### src/rtl/pipeline_hazard_ctrl.sv
`default_nettype none
// ============================================================================
// Module   : pipeline_hazard_ctrl
// Brief    : Per-stage valid/ready/flush control for the in-order MIPS pipe.
//            Handles stalls and serialization. Flushes are precise and pass
//            through a drain FSM (RUN/DRAIN/HOLD) that has a timeout.
//            Optional performance counters: PIPE_HAZARD_PERF_CNT_EN.
// Revision : 1.0 - initial release
// ============================================================================
module pipeline_hazard_ctrl #(
  parameter int unsigned                NUM_STAGES    = 5,
  parameter logic [NUM_STAGES-1:0]      FLUSH_MASK    = 5'b11110,
  parameter logic [NUM_STAGES-1:0]      BARRIER_MASK  = 5'b00101,
  parameter int unsigned                HOLD_CYCLES   = 1,
  parameter int unsigned                DRAIN_TIMEOUT = 255
) (
  input  logic                  clk,
  input  logic                  resetn,
  input  logic [NUM_STAGES-1:0] stage_busy,
  input  logic [NUM_STAGES-1:0] stage_hazard,
  input  logic                  flush_req,
  input  logic                  serialize_req,
  output logic [NUM_STAGES-1:0] stage_valid,
  output logic [NUM_STAGES-1:0] stage_ready,
  output logic [NUM_STAGES-1:0] stage_flush_n,
  output logic                  drain_timeout,
`ifdef PIPE_HAZARD_PERF_CNT_EN
  output logic [31:0]           stall_cycles,
  output logic [15:0]           flush_count,
`endif
  output logic [1:0]            ctrl_state
);

  localparam int DW = $clog2(DRAIN_TIMEOUT + 1);
  localparam logic [DW-1:0] DRAIN_LAST = DW'(DRAIN_TIMEOUT - 1);
  localparam logic [DW-1:0] DRAIN_MAX  = {DW{1'b1}};
  localparam logic [3:0]    HOLD_INIT  = 4'(HOLD_CYCLES);

  typedef enum logic [1:0] {
    RUN   = 2'd0,
    DRAIN = 2'd1,
    HOLD  = 2'd2
  } state_t;

  state_t                state, next_state;
  logic [DW-1:0]         drain_cnt;
  logic [3:0]            hold_cnt;
  logic                  barrier_busy;
  logic                  fire;
  logic                  timeout;
  logic                  freeze;
  logic [NUM_STAGES-1:0] own_valid, own_ready, vld, rdy;

  // Flush decision and next-state logic for the drain FSM.
  always_comb begin
    barrier_busy = |(stage_busy & BARRIER_MASK);
    fire         = 1'b0;
    timeout      = 1'b0;
    freeze       = 1'b0;
    next_state   = state;
    case (state)
      RUN: begin
        if (flush_req) begin
          if (!barrier_busy) begin
            fire = 1'b1;
          end else begin
            freeze     = 1'b1;
            next_state = DRAIN;
          end
        end
      end
      DRAIN: begin
        if (!flush_req) begin
          freeze     = 1'b1;
          next_state = RUN;
        end else if (!barrier_busy) begin
          fire = 1'b1;
        end else if (drain_cnt == DRAIN_LAST) begin
          fire    = 1'b1;
          timeout = 1'b1;
        end else begin
          freeze = 1'b1;
        end
      end
      HOLD: begin
        // A new flush_req waits until we are back in RUN.
        if (hold_cnt <= 4'd1) next_state = RUN;
      end
      default: next_state = RUN;
    endcase
    if (fire) next_state = (HOLD_CYCLES == 0) ? RUN : HOLD;
  end

  // State register and saturating drain/hold counters.
  always_ff @(posedge clk or negedge resetn) begin
    if (!resetn) begin
      state     <= RUN;
      drain_cnt <= '0;
      hold_cnt  <= '0;
    end else begin
      state <= next_state;
      if (state == DRAIN && next_state == DRAIN) begin
        if (drain_cnt != DRAIN_MAX) drain_cnt <= drain_cnt + 1'b1;
      end else begin
        drain_cnt <= '0;
      end
      if (fire) begin
        hold_cnt <= HOLD_INIT;
      end else if (state == HOLD && hold_cnt != 4'd0) begin
        hold_cnt <= hold_cnt - 1'b1;
      end
    end
  end

  // Per-stage own terms, the back-pressure chain and the reset gating of outputs.
  always_comb begin
    own_valid = ~(stage_busy | stage_hazard);
    own_ready = ~(stage_busy | stage_hazard);
    if (state == RUN && !fire && serialize_req) begin
      own_valid[0] = 1'b0;
      own_ready[0] = 1'b0;
    end
    if (freeze) own_ready[NUM_STAGES-1] = 1'b0;
    if (fire) begin
      own_valid = own_valid & ~FLUSH_MASK;
      own_ready = own_ready | FLUSH_MASK;
    end
    rdy                 = '0;
    rdy[NUM_STAGES-1]   = own_ready[NUM_STAGES-1];
    for (int i = NUM_STAGES - 2; i >= 0; i--) begin
      rdy[i] = own_ready[i] & rdy[i+1];
    end
    vld = own_valid;
    if (freeze) vld = vld & ~FLUSH_MASK;
    if (state == HOLD) vld[0] = 1'b0;

    if (!resetn) begin
      stage_valid   = '0;
      stage_ready   = '0;
      stage_flush_n = '0;
      drain_timeout = 1'b0;
    end else begin
      stage_valid   = vld;
      stage_ready   = rdy;
      stage_flush_n = fire ? ~FLUSH_MASK : {NUM_STAGES{1'b1}};
      drain_timeout = timeout;
    end
    ctrl_state = state;
  end

`ifdef PIPE_HAZARD_PERF_CNT_EN
  // Saturating stall and flush event counters.
  always_ff @(posedge clk or negedge resetn) begin
    if (!resetn) begin
      stall_cycles <= '0;
      flush_count  <= '0;
    end else begin
      if (!stage_ready[0] && stall_cycles != 32'hFFFF_FFFF)
        stall_cycles <= stall_cycles + 1'b1;
      if (fire && flush_count != 16'hFFFF)
        flush_count <= flush_count + 1'b1;
    end
  end
`endif

endmodule
`default_nettype wire

### config.mk
export PLATFORM = sky130hd
export DESIGN_NAME = pipeline_hazard_ctrl
export DESIGN_NICKNAME = d
export VERILOG_FILES = /design/src/rtl/pipeline_hazard_ctrl.sv
export SDC_FILE = /design/constraint.sdc
export NUM_CORES = 1
export LEC_CHECK = 0
export BUFFER_PORTS_ARGS = -buffer_cell sky130_fd_sc_hd__buf_4
export CORE_MARGIN = 3
export CORE_UTILIZATION = 50
export CTS_CLUSTER_SIZE = 12
export DETAILED_ROUTE_END_ITERATION = 8
export GPL_TIMING_DRIVEN = 0
export PLACE_DENSITY_LB_ADDON = 0.15
export SLEW_MARGIN = 40
export SYNTH_ARGS = -nofsm -noshare
export SYNTH_HDL_FRONTEND = slang
export SYNTH_SLANG_ARGS = --single-unit
### constraint.sdc
create_clock -name clk -period 1.9 [get_ports clk]
set_input_delay 0 -clock clk [delete_from_list [all_inputs] [get_ports clk]]
set_output_delay 0 -clock clk [all_outputs]
set_load 0.01 [all_outputs]
# Word level (Yosys, flattened, before mapping)
# Index checks and enable logic that the tools add are counted.
# classes
reduce_logical	9
muxes	36
n_eq_ne	6
n_bitwise	6
addsub	2
order_cmp	1
# op_table
cell	count
5-bit two-way mux	7
1-bit two-way mux	17
8-bit two-way mux	2
2-bit two-way mux	5
8-bit by 1-bit adder with 8-bit output (second input constant)	1
8-bit == test (second input constant)	1
4-bit two-way mux	2
8-bit != test (second input constant)	1
2-bit case mux with 3 select lines	1
5-bit inverter	1
5-bit OR	1
1-bit AND	4
2-bit by 1-bit == test with 1-bit output (second input constant)	2
4-bit by 1-bit <= comparator with 1-bit output (second input constant)	1
1-bit logical AND	4
1-bit case mux with 2 select lines	2
4-bit nonzero test	1
4-bit by 1-bit subtractor with 4-bit output (second input constant)	1
2-bit == test (second input constant)	1
2-bit zero test	1
2-bit by 1-bit != test with 1-bit output (second input constant)	1
2-bit nonzero test	1
2-bit OR reduction	1
1-bit zero test	1
# totals
output_inout_bits	18
register_bits	14

# Logic depth before layout (Yosys ltp)
# logic_depth
ltp_word	15
ltp_mapped	7
depth_no_buf	6

# Least setup slack after synthesis
# OpenSTA, ideal clock, no wires.
# synth_timing
path_type	reg-to-output
start	reg drain_cnt[0]
end	out stage_flush_n[2]
t_arrival_ns	1.570
path_stages_with_launch	8
setup_slack_ns	0.330
path_buffers	1
path_cell_list	dfrtp_1 inv_1 ha_1 nand2_1 nor3_1 o21ai_0 and2_1 buf_4
# synth_via
elab_chain_len	7
# synth_lines
item	line_no	text
from (decl)	46	logic [DW-1:0] drain_cnt;
from (signal assigned)	103	if (drain_cnt != DRAIN_MAX) drain_cnt <= drain_cnt + 1'b1;
8-bit == test	78	end else if (drain_cnt == DRAIN_LAST) begin
1-bit two-way mux	78	
1-bit two-way mux	76	end else if (!barrier_busy) begin
1-bit two-way mux	73	if (!flush_req) begin
1-bit case mux with 2 select lines	61	case (state)
5-bit two-way mux	145	stage_flush_n = fire ? ~FLUSH_MASK : {NUM_STAGES{1'b1}};
5-bit two-way mux	137	if (!resetn) begin
to (decl)	25	output logic [NUM_STAGES-1:0] stage_flush_n,
# Every way passes these cells.

# Worst setup path in the final report
# layout_timing
start	reg state[0], in the netlist ctrl_state[0]
end	out stage_ready[0]
# layout_via
elab_chain_len	9
elab_cells_between_ends	15
classes_between	eq/ne (1); mux (6); bitwise (4); reduce/logical (4)
# layout_lines
item	line_no	text
from (decl)	45	state_t state, next_state;
from (signal assigned)	101	state <= next_state;
2-bit by 1-bit == test with 1-bit output / 2-bit zero test (equally long branches)	61, 119	
1-bit case mux with 2 select lines	61	
1-bit two-way mux / 1-bit zero test (equally long branches)	123, 119	
5-bit two-way mux (*)	124	if (fire) begin
1-bit AND / 1-bit logical AND (equally long branches)	131, 119	
1-bit AND / 1-bit two-way mux (equally long branches)	131, 119	
1-bit AND / 5-bit two-way mux (equally long branches)	131, 124	
1-bit AND (*)	131	rdy[i] = own_ready[i] & rdy[i+1];
5-bit two-way mux (*)	137	
to (decl)	24	output logic [NUM_STAGES-1:0] stage_ready,
# Every way passes the cells marked *; elsewhere a longest branch is shown, timed or not.

==> qor.txt <==
Startpoint Class - register
Max-slew headroom - 0.613
FF/Latch Area - 352 sq um
cell area power density - 691 nW/um^2
CTS root buf - clkbuf_4
clock share of power - 0.225
Final Hold Fails - 0
1st-pass router iterations - 4
core area - 2000 sq um
initial antenna violation count - 0
final antenna-violating net count - 0
maxcap violations - 0
sequential fraction of the synthesis area - 0.326
CP Max Fanout - 10
RSZ-0062 raised after global routing - yes
Pwr Total - 0.00100 W
sequential power share - 0.396
I/O pins - 32
final WL - 2520 microns
worst hold path type - input pin to async pin
Finished Cell Area - 1450 sq um
worst slew pin tran - 0.566 ns
via/cell ratio - 5.60
die area - 2740 sq um
gr usage total - 0.198
# setup viols final - 0
CTS Buffer Depth - 2
total gr overflow - 0
Psw - 0.000353 W
commonest non-fill, non-tap cell in the layout - buf_4
crit end category - output port
CP bufs+invs - 2
Ys Warns - 0
H-tree depth - 1
first-pass GRT wire length - 4040 microns
# port buffers - 31
Cell variety after synth - 41
Sw Ratio - 0.351
setup ws final - 0.0741 ns
Initial Utilization - 0.536
status - finished clean
worst-path cell chain - buf_6, or4b_2, nand3_1, a21oi_1, buf_4
number of synthesized flops with an enable pin - 0
Synth Register Bits - 14
CTS clk-pin slew, worst paths - 0.09 ns
critical setup path kind - register to output port
leak pwr - 0.673 nW
# nets final - 175
Post-Route Setup TNS - 0 ns
Mapped Cells - 116
Cell Area, Synth - 1070 sq um
Final GP Congestion - 0.792
crit path time final - 1.83 ns
filler cell count - 158
area occupied by multi-input gates - 683 sq um
Pins Over Slew Limit - 0
FF-to-FF Start - drain_cnt[0]
die width - 52.3 microns
Critical Path RT - 1.90 ns
n_diodes - 0
share of cells above drive strength 1 - 0.406
CTS tree - built
final worst path period share - 0.961
Post-DP Area - 1340 sq um
max incr delay on CP - 0.67 ns
CP max-delay cell - or4b_2
initial DRC count - 13
Sink Count - 14
Syn-to-layout area delta - 35.4%
dpl ws - -0.0446 ns
# DRC - 0
most frequent cells in the layout - buf_4, nor2_1, dfrtp_1
critical path launch point - ctrl_state[0]
Int Pwr - 0.000651 W
async set or reset register ratio after synthesis - 1.00
dpl hpwl - 1860 microns
combinational share of power - 0.379
worst endpoint data arrival time - 1.83 ns
Fmax achieved - 548 MHz
worst skew pair latency - 0.29 ns
largest net degree at the start of global routing - 17
synthesized net count - 135
die height - 52.3 microns
vias in the first global route - 929
hold slack final - 0.121 ns
most common flop cell mapped by yosys - dfrtp_1
CP delay by family, top - simple AND/OR/NAND/NOR gates
Clock Skew - 0.00518 ns
synthesized area per cell - 9.25 sq um
detailed-route via count - 1020
# rows - 16
Avg WL per Cell - 13.8 microns
TritonCTS Buffers - 3
peak supply drop - 559 uV
[metrics by stage]
stage	std cells	utilization
2_1_floorplan	116	-
3_3_place_gp	174	0.669
3_5_place_dp	174	0.669
4_1_cts	180	0.705
5_1_grt	182	0.726
6_report	182	0.726
[cells by family after synthesis]
| kind of cell | synth area share |
|---|---|
| flops | 0.326 |
| fa+ha+maj | 0.0583 |
| simple gates | 0.311 |
| compound gates | 0.169 |
| xor+xnor | 0.0571 |
| buf+inv | 0.0781 |
[sequential cells by signal, summed over array words and instances (netlist names)]
register    flops
ctrl_state      2
drain_cnt       8
hold_cnt        4
[layer usage]
metal  routed length (microns)  vias up  global-route usage
li1                          -      504                   -
met1                      1010      473               0.234
met2                      1270       34               0.355
met3                       169        9              0.0313
met4                        78        0              0.0766
met5                         0        -                   0
[repair_timing]
action                                  CTS  global route
hold buffers                              1             0
endpoints found under the setup margin   10             6
resized for setup                         5             7
hold endpoints to repair                 14             0
setup buffers                             1             2
pin swaps                                 0             2
[power groups by stage]
stage,logic (W),clock network (W),registers (W)
4_1_cts,0.000376,0.000223,0.000396
6_report,0.000381,0.000226,0.000397
2_1_floorplan,0.000237,0,0.000396
3_5_place_dp,0.000362,0,0.000404
5_1_grt,0.000431,0.000243,0.000406
3_3_place_gp,0.000346,0,0.000400
[cell usage after synthesis, types with 2 or more instances]
master | instances | area [sq um]
nand3_1 | 4 | 20.0
nor3b_1 | 3 | 22.5
nand4_1 | 2 | 12.5
o21ai_0 | 2 | 10.0
buf_4 | 4 | 30.0
nor4_1 | 2 | 12.5
xnor2_1 | 4 | 35.0
o21a_1 | 3 | 22.5
a21oi_1 | 4 | 20.0
nor3_1 | 8 | 40.0
and3_1 | 3 | 18.8
nand2_1 | 6 | 22.5
o31ai_1 | 2 | 15.0
ha_1 | 5 | 62.6
xor2_1 | 3 | 26.3
and2_1 | 2 | 12.5
a211oi_1 | 3 | 22.5
nor2_1 | 17 | 63.8
dfrtp_1 | 14 | 350
inv_1 | 4 | 15.0
[final cells by class]
class	instances	share of cell area
Buffer	6	0.0473
Clock buffer	4	0.0250
Inverter	4	0.0103
Multi-Input combinational cell	92	0.470
Sequential cell	14	0.242
Tap cell	27	0.0232
Timing Repair Buffer	35	0.182
[worst paths after layout]
kind | slack (ns) | cells past startpoint | end
setup / recovery | 0.07 | 5 | stage_ready[0]
hold / removal | 0.12 | 2 | ctrl_state[1]
setup reg to reg | 0.14 | 5 | drain_cnt[7]
hold reg to reg | 0.59 | 2 | hold_cnt[1]
max in group asynchronous | 1.57 | 2 | drain_cnt[1]
min in group clk | 0.13 | 3 | ctrl_state[0]
[worst reg2reg max path: stages (launching register included)]
cell	delay [ns]
dfrtp_1	0.40
buf_4	0.16
ha_1	0.25
a2111oi_0	0.59
xnor2_1	0.18
nor2_1	0.06
Power figures use the tool's default switching activity.
